## src/rtl/fbuff_arbiter.sv

```systemverilog
// fbuff_arbiter
// Shares one single-port frame-buffer RAM between the camera write path,
// the VGA scan-out reader and the ALU kernel engine. Fixed priority
// VGA > CAM > ALU, except that an ALU which has waited STARVE_MAX cycles
// jumps ahead of the camera (never ahead of VGA). The RAM command is
// registered one cycle after the grant, and a tag pipeline steers the
// returning read data to whichever requester issued the read.
module fbuff_arbiter #(
    parameter int AW         = 19,
    parameter int DW         = 12,
    parameter int RD_LAT     = 1,
    parameter int STARVE_MAX = 15
) (
    input  logic          sys_clk,
    input  logic          rst_n,

    input  logic          cam_req,
    input  logic [AW-1:0] cam_addr,
    input  logic [DW-1:0] cam_wdata,
    output logic          cam_ack,

    input  logic          vga_req,
    input  logic [AW-1:0] vga_addr,
    output logic          vga_ack,
    output logic          vga_rvalid,
    output logic [DW-1:0] vga_rdata,

    input  logic          alu_req,
    input  logic          alu_we,
    input  logic [AW-1:0] alu_addr,
    input  logic [DW-1:0] alu_wdata,
    output logic          alu_ack,
    output logic          alu_rvalid,
    output logic [DW-1:0] alu_rdata,

    output logic          mem_en,
    output logic          mem_we,
    output logic [AW-1:0] mem_addr,
    output logic [DW-1:0] mem_wdata,
    input  logic [DW-1:0] mem_rdata,

    output logic          starve_flag
);

    // Counter is 8 bits wide so it can hold the largest legal STARVE_MAX (255).
    localparam logic [7:0] STARVE_LIM = 8'(STARVE_MAX);

    // Tag pipeline: RD_LAT+1 stages of {vga, alu}; stage 0 occupies bits [1:0].
    localparam int TW = 2 * (RD_LAT + 1);

    // ------------------------------------------------------------------
    // Registered state
    // ------------------------------------------------------------------
    logic [7:0]    r_starve_cnt;
    logic          r_mem_en;
    logic          r_mem_we;
    logic [AW-1:0] r_mem_addr;
    logic [DW-1:0] r_mem_wdata;
    logic [TW-1:0] r_tag_pipe;
    logic [DW-1:0] r_vga_rdata;
    logic [DW-1:0] r_alu_rdata;

    // ------------------------------------------------------------------
    // Combinational nets
    // ------------------------------------------------------------------
    logic          w_ovr;
    logic          w_vga_gnt;
    logic          w_cam_gnt;
    logic          w_alu_gnt;
    logic          w_any_gnt;
    logic          w_wr_gnt;
    logic          w_alu_rd_gnt;
    logic [AW-1:0] w_sel_addr;
    logic [DW-1:0] w_sel_wdata;
    logic [7:0]    w_starve_next;
    logic          w_vga_rvalid;
    logic          w_alu_rvalid;

    // Override is decided purely from registered state, so acks stay a
    // shallow function of the req inputs.
    assign w_ovr = (r_starve_cnt == STARVE_LIM);

    // Grant decode: VGA always first; between CAM and ALU the override
    // decides. The three grants are mutually exclusive by construction.
    always_comb begin
        w_vga_gnt = vga_req;
        w_alu_gnt = alu_req & ~vga_req & (~cam_req | w_ovr);
        w_cam_gnt = cam_req & ~vga_req & ~(alu_req & w_ovr);
    end

    assign w_any_gnt    = w_vga_gnt | w_cam_gnt | w_alu_gnt;
    assign w_wr_gnt     = w_cam_gnt | (w_alu_gnt & alu_we);
    assign w_alu_rd_gnt = w_alu_gnt & ~alu_we;

    // Select the address/data of whichever requester holds the grant.
    always_comb begin
        w_sel_addr  = alu_addr;
        w_sel_wdata = alu_wdata;
        if (w_vga_gnt) begin
            w_sel_addr = vga_addr;
        end else if (w_cam_gnt) begin
            w_sel_addr  = cam_addr;
            w_sel_wdata = cam_wdata;
        end
    end

    // Starve counter next value: cleared whenever the ALU is served or
    // not asking, otherwise counts up and sticks at the limit.
    always_comb begin
        w_starve_next = r_starve_cnt;
        if (!alu_req || w_alu_gnt) begin
            w_starve_next = 8'd0;
        end else if (!w_ovr) begin
            w_starve_next = r_starve_cnt + 8'd1;
        end
    end

    // Starve counter register.
    always_ff @(posedge sys_clk or negedge rst_n) begin
        if (!rst_n) begin
            r_starve_cnt <= 8'd0;
        end else begin
            r_starve_cnt <= w_starve_next;
        end
    end

    // Registered RAM command: the grant of cycle N drives the RAM in N+1.
    // Address holds across idle cycles; write data changes only on writes.
    always_ff @(posedge sys_clk or negedge rst_n) begin
        if (!rst_n) begin
            r_mem_en    <= 1'b0;
            r_mem_we    <= 1'b0;
            r_mem_addr  <= '0;
            r_mem_wdata <= '0;
        end else begin
            r_mem_en <= w_any_gnt;
            r_mem_we <= w_wr_gnt;
            if (w_any_gnt) begin
                r_mem_addr <= w_sel_addr;
            end
            if (w_wr_gnt) begin
                r_mem_wdata <= w_sel_wdata;
            end
        end
    end

    // Read-tag shift pipeline; a tag reaches the last stage exactly when
    // the RAM presents the data for that read. Reset drops in-flight tags.
    always_ff @(posedge sys_clk or negedge rst_n) begin
        if (!rst_n) begin
            r_tag_pipe <= '0;
        end else begin
            r_tag_pipe <= {r_tag_pipe[TW-3:0], w_vga_gnt, w_alu_rd_gnt};
        end
    end

    assign w_vga_rvalid = r_tag_pipe[TW-1];
    assign w_alu_rvalid = r_tag_pipe[TW-2];

    // Read-data holding registers: each captures RAM data on its own
    // return pulse and keeps it otherwise.
    always_ff @(posedge sys_clk or negedge rst_n) begin
        if (!rst_n) begin
            r_vga_rdata <= '0;
            r_alu_rdata <= '0;
        end else begin
            if (w_vga_rvalid) begin
                r_vga_rdata <= mem_rdata;
            end
            if (w_alu_rvalid) begin
                r_alu_rdata <= mem_rdata;
            end
        end
    end

    // ------------------------------------------------------------------
    // Outputs. The rdata ports pass mem_rdata through on the return cycle
    // so data and rvalid line up; between returns they show the held value.
    // ------------------------------------------------------------------
    assign vga_ack     = w_vga_gnt;
    assign cam_ack     = w_cam_gnt;
    assign alu_ack     = w_alu_gnt;
    assign starve_flag = w_ovr;

    assign mem_en      = r_mem_en;
    assign mem_we      = r_mem_we;
    assign mem_addr    = r_mem_addr;
    assign mem_wdata   = r_mem_wdata;

    assign vga_rvalid  = w_vga_rvalid;
    assign alu_rvalid  = w_alu_rvalid;
    assign vga_rdata   = w_vga_rvalid ? mem_rdata : r_vga_rdata;
    assign alu_rdata   = w_alu_rvalid ? mem_rdata : r_alu_rdata;

endmodule

```

## config.mk

```make
export PLATFORM = sky130hd
export DESIGN_NAME = fbuff_arbiter
export DESIGN_NICKNAME = d
export VERILOG_FILES = /design/src/rtl/fbuff_arbiter.sv
export SDC_FILE = /design/constraint.sdc
export NUM_CORES = 1
export LEC_CHECK = 0
export CAP_MARGIN = 20
export CORE_MARGIN = 10
export CORE_UTILIZATION = 36
export DETAILED_ROUTE_END_ITERATION = 12
export HOLD_SLACK_MARGIN = 0.06
export PLACE_DENSITY = 0.84
export SYNTH_ARGS = -nofsm -noshare
export SYNTH_HDL_FRONTEND = slang
export SYNTH_SLANG_ARGS = --single-unit
```

## constraint.sdc

```tcl
create_clock -name sys_clk -period 2.1 [get_ports sys_clk]
set_input_delay 0.21 -clock sys_clk [delete_from_list [all_inputs] [get_ports sys_clk]]
set_output_delay 0.21 -clock sys_clk [all_outputs]
set_load 0.01 [all_outputs]
```

==> results of run 1 <==
[timing repair]
item | in CTS | in global routing
setup buffers | 1 | 0
endpoints found under the setup margin | 15 | 33
pin swaps | 0 | 0
hold buffers | 1 | 0
endpoints found under the hold margin | 69 | 0
gates resized for setup | 12 | 4
[synth_stat cells (2+ instances only)]
cell type,number
buf_1,3
mux2_2,26
mux2i_1,18
dfrtp_1,69
o221a_2,12
nor2_1,18
buf_4,2
a22oi_1,17
xnor2_1,2
a21oi_1,3
inv_1,6
buf_6,3
buf_2,2
clkbuf_1,7
a21o_1,18
xor2_1,3
nand2_1,36
nand4_1,2
nand3_1,2
and4_1,2
and3_1,2
nor3_1,2
o21ai_0,5
[layer usage]
metal / up-vias / track usage, %
met5: - / 0
met4: 0 / 5.85
met3: 10 / 4.93
met2: 95 / 28.1
met1: 1462 / 18.8
li1: 1329 / -
[cell families after synthesis]
| group | Yosys count | synth area share, % |
|---|---|---|
| xor gates and xnor gates | 5 | 1.37 |
| adders and majority gates | 1 | 0.393 |
| AOI/OAI and AO/OA | 62 | 16.1 |
| DFF | 69 | 54.2 |
| and+or+nand+nor | 68 | 9.34 |
| muxes | 44 | 14.8 |
| buffers and inverters | 23 | 3.73 |
[stage by stage]
| stage | TNS [ns] | setup slack (ns) |
|---|---|---|
| 5_1_grt | 0 | 0.0232 |
| 6_report | 0 | 0.107 |
| 2_1_floorplan | 0 | 0.0795 |
| 4_1_cts | -0.00401 | -0.00377 |
| 3_3_place_gp | 0 | 0.0732 |
| 3_5_place_dp | 0 | 0.0263 |
[registers in the layout (all words and copies together), names as in the netlist]
register	flops
mem_en	1
mem_wdata	12
r_alu_rdata	12
r_vga_rdata	12
mem_we	1
mem_addr	19
r_starve_cnt	8
r_tag_pipe	4
[area by class of cell]
cell class	instances	share of cell area, %
Clock buffer	10	2.64
Clock inverter	6	0.743
Inverter	6	0.431
Multi-Input combinational cell	180	26.4
Sequential cell	69	33.1
Tap cell	108	2.59
Timing Repair Buffer	180	34.1
[power by group through the flow]
stage	combinational [mW]	sequential [mW]	clock, mW
2_1_floorplan	0.356	1.60	0
3_3_place_gp	0.991	1.57	0
3_5_place_dp	1.02	1.58	0
4_1_cts	1.03	1.56	1.00
5_1_grt	1.09	1.58	1.07
6_report	1.01	1.56	0.979
[worst max path at each step]
stage / slack [ns] / endpoint / cells past startpoint / from
floorplan: 0.08 / mem_addr[10] / 6 / r_starve_cnt[0]
global placement: 0.07 / alu_ack / 4 / r_starve_cnt[4]
detailed placement: 0.03 / mem_addr[2] / 5 / r_starve_cnt[4]
CTS: -0.004 / cam_ack / 4 / r_starve_cnt[4]
global route: 0.02 / mem_addr[2] / 5 / r_starve_cnt[4]
finish: 0.11 / mem_addr[2] / 5 / r_starve_cnt[4]
[cell usage in the layout, fill, tap and decap left out, drive strengths merged, types with 2 or more instances in the layout]
master	n
clkdlybuf4s50	157
dfrtp	69
nand2	36
mux2	26
buf	20
mux2i	18
a21o	18
nor2	18
a22oi	17
o221a	12
clkbuf	11
inv	6
o21ai	6
clkinv	4
a21oi	3
xor2	3
and4	2
xnor2	2
nand4	2
clkinvlp	2
and3	2
nand3	2
nor3	2
==> results.md, run 1 <==
- Critical Path RT: 2.33 ns
- Crit Path Max Fanout: 43
- CTS Buffer Depth: 2
- Status: complete, no violations
- Syn_area_per_cell: 11.7 um^2
- Largest net degree at the start of global routing: 70
- N_diodes: 0
- R2R Setup Slk: 0.11 ns
- Detailed Routing Iterations Pass 1: 4
- Fmax: 502 MHz
- R2R cell count: 5
- Critical Path, Cell by Cell: or4_4 > o311ai_4 > buf_6 > a22oi_1 > a21o_1
- Layout area overhead: 63.8%
- Die area: 0.0130 mm^2
- Fin. max-slew vios: 0
- Multi-input gate area: 0.00138 mm^2
- Skew final: 0.00882 ns
- Final nets: 546
- DP HPWL: 8270 um
- Top delay family on crit path: simple AND/OR/NAND/NOR gates
- Hold Crit Class: reg -> reg
- Drt first-iter violations: 143
- RSZ-0062 raised after global routing: false
- Period utilisation layout: 94.9%
- # DRC: 0
- Hold path endpoint: r_tag_pipe[3]
- Instance area at placement: 0.00500 mm^2
- Pwr dens: 680 mW/mm^2
- DRT met1 WL: 4240 um
- Power Total: 3.55 mW
- Placed insts: 541
- Initial core utilization: 36.7%
- EDFF count, synth: 0
- Gpl congestion: 0.788
- Largest area contributor in the netlist: dfrtp_1
- DR vias: 2896
- Ys flop type: dfrtp_1
- Psw: 990 uW
- Die Height: 114 um
- Top post-synthesis cells by area: dfrtp_1 (54%), mux2_2 (9.2%), mux2i_1 (5.7%)
- Met3 WL: 742 um
- CP max stage delay: 0.57 ns
- Clock root buffer: clkbuf_8
- CP startpoint kind: flip-flop
- Register share of total power: 43.9%
- Logic gate share of total power: 28.6%
- Core box area: 0.00868 mm^2
- Critical R2R Capture: mem_addr[2]
- Max-cap violation count: 0
- Final Critical Period: 1.99 ns
- Worst hold stages: 0
- TritonCTS buffer count: 9
- Synth Warn #: 0
- Synth top area share: 54.2%
- CP max stage cell: or4_4
- Via density: 5.18
- Clock share of power: 27.6%
- DRT antenna net count: 0
- CTS tree: built
- Final Util: 60.2%
- Fill cells: 726
- Mapped Area: 0.00319 mm^2
- Switching part of the total: 27.9%
- Hold Violations, Final: 0
- Asr flop ratio synth: 100%
- H-tree levels: 3
- # port buffers: 161
- Sequential fraction of the synthesis area: 54.2%
- Final setup vio count: 0
- Unique cell type count in the Yosys netlist: 35
- R2R Path Start: r_starve_cnt[4]
- Site Rows: 34
- Leak pwr: 2.31 nW
- Worst-Skew Late Latency: 0.34 ns
- Vias in the first global route: 3141
- Sequential Area: 0.00173 mm^2
- Clock transition at path regs: 0.08 ns
- Worst hold slack: 0.350 ns
- Synthesized flop and latch total: 69
- Worst vdd ir: 0.244 mV
- Tot GR Track Use: 16.4%
- Final WL: 10800 um
- Routed length per placed instance: 19.3 um
- Clock net sink count: 69
- Syn Nets: 372
- Die W: 114 um
- Design Area, Final: 0.00522 mm^2
- Worst-margin pin slew: 0.438 ns
- Gr ovfl total: 0
- Share of layout cells above drive strength 1: 18.8%
- WL met2: 5670 um
- Layout Cells excl Fill: 559
- Hold path start: r_tag_pipe[1]
- First-pass GRT wire length: 17000 um
- Uppermost routed layer: met4
- Post-Syn Instances: 272
- Setup crit end kind: flip-flop
- P_int: 2.56 mW
- Crit path buf inv count: 1
- Ports: 162
- Slew HR: 70.7%
- Critical Path AT: 2.22 ns
- Initial antenna violation count: 0
- CP Class: reg -> reg
(Power assumes the default switching activity.)
==> run 2: changes to the inputs <==
--- a/config.mk
+++ b/config.mk
@@ -5,7 +5,7 @@
 export SDC_FILE = /design/constraint.sdc
 export NUM_CORES = 1
 export LEC_CHECK = 0
-export CAP_MARGIN = 20
+export CAP_MARGIN = 5
 export CORE_MARGIN = 10
 export CORE_UTILIZATION = 36
 export DETAILED_ROUTE_END_ITERATION = 12
==> results of run 2 <==
No change in the layout: final DEF, timing and power equal those of run 1.
==> run 3: changes to the inputs <==
--- a/config.mk
+++ b/config.mk
@@ -5,7 +5,6 @@
 export SDC_FILE = /design/constraint.sdc
 export NUM_CORES = 1
 export LEC_CHECK = 0
-export CAP_MARGIN = 5
 export CORE_MARGIN = 10
 export CORE_UTILIZATION = 36
 export DETAILED_ROUTE_END_ITERATION = 12
==> results of run 3 <==
No change in the layout: final DEF, timing and power equal those of run 1.
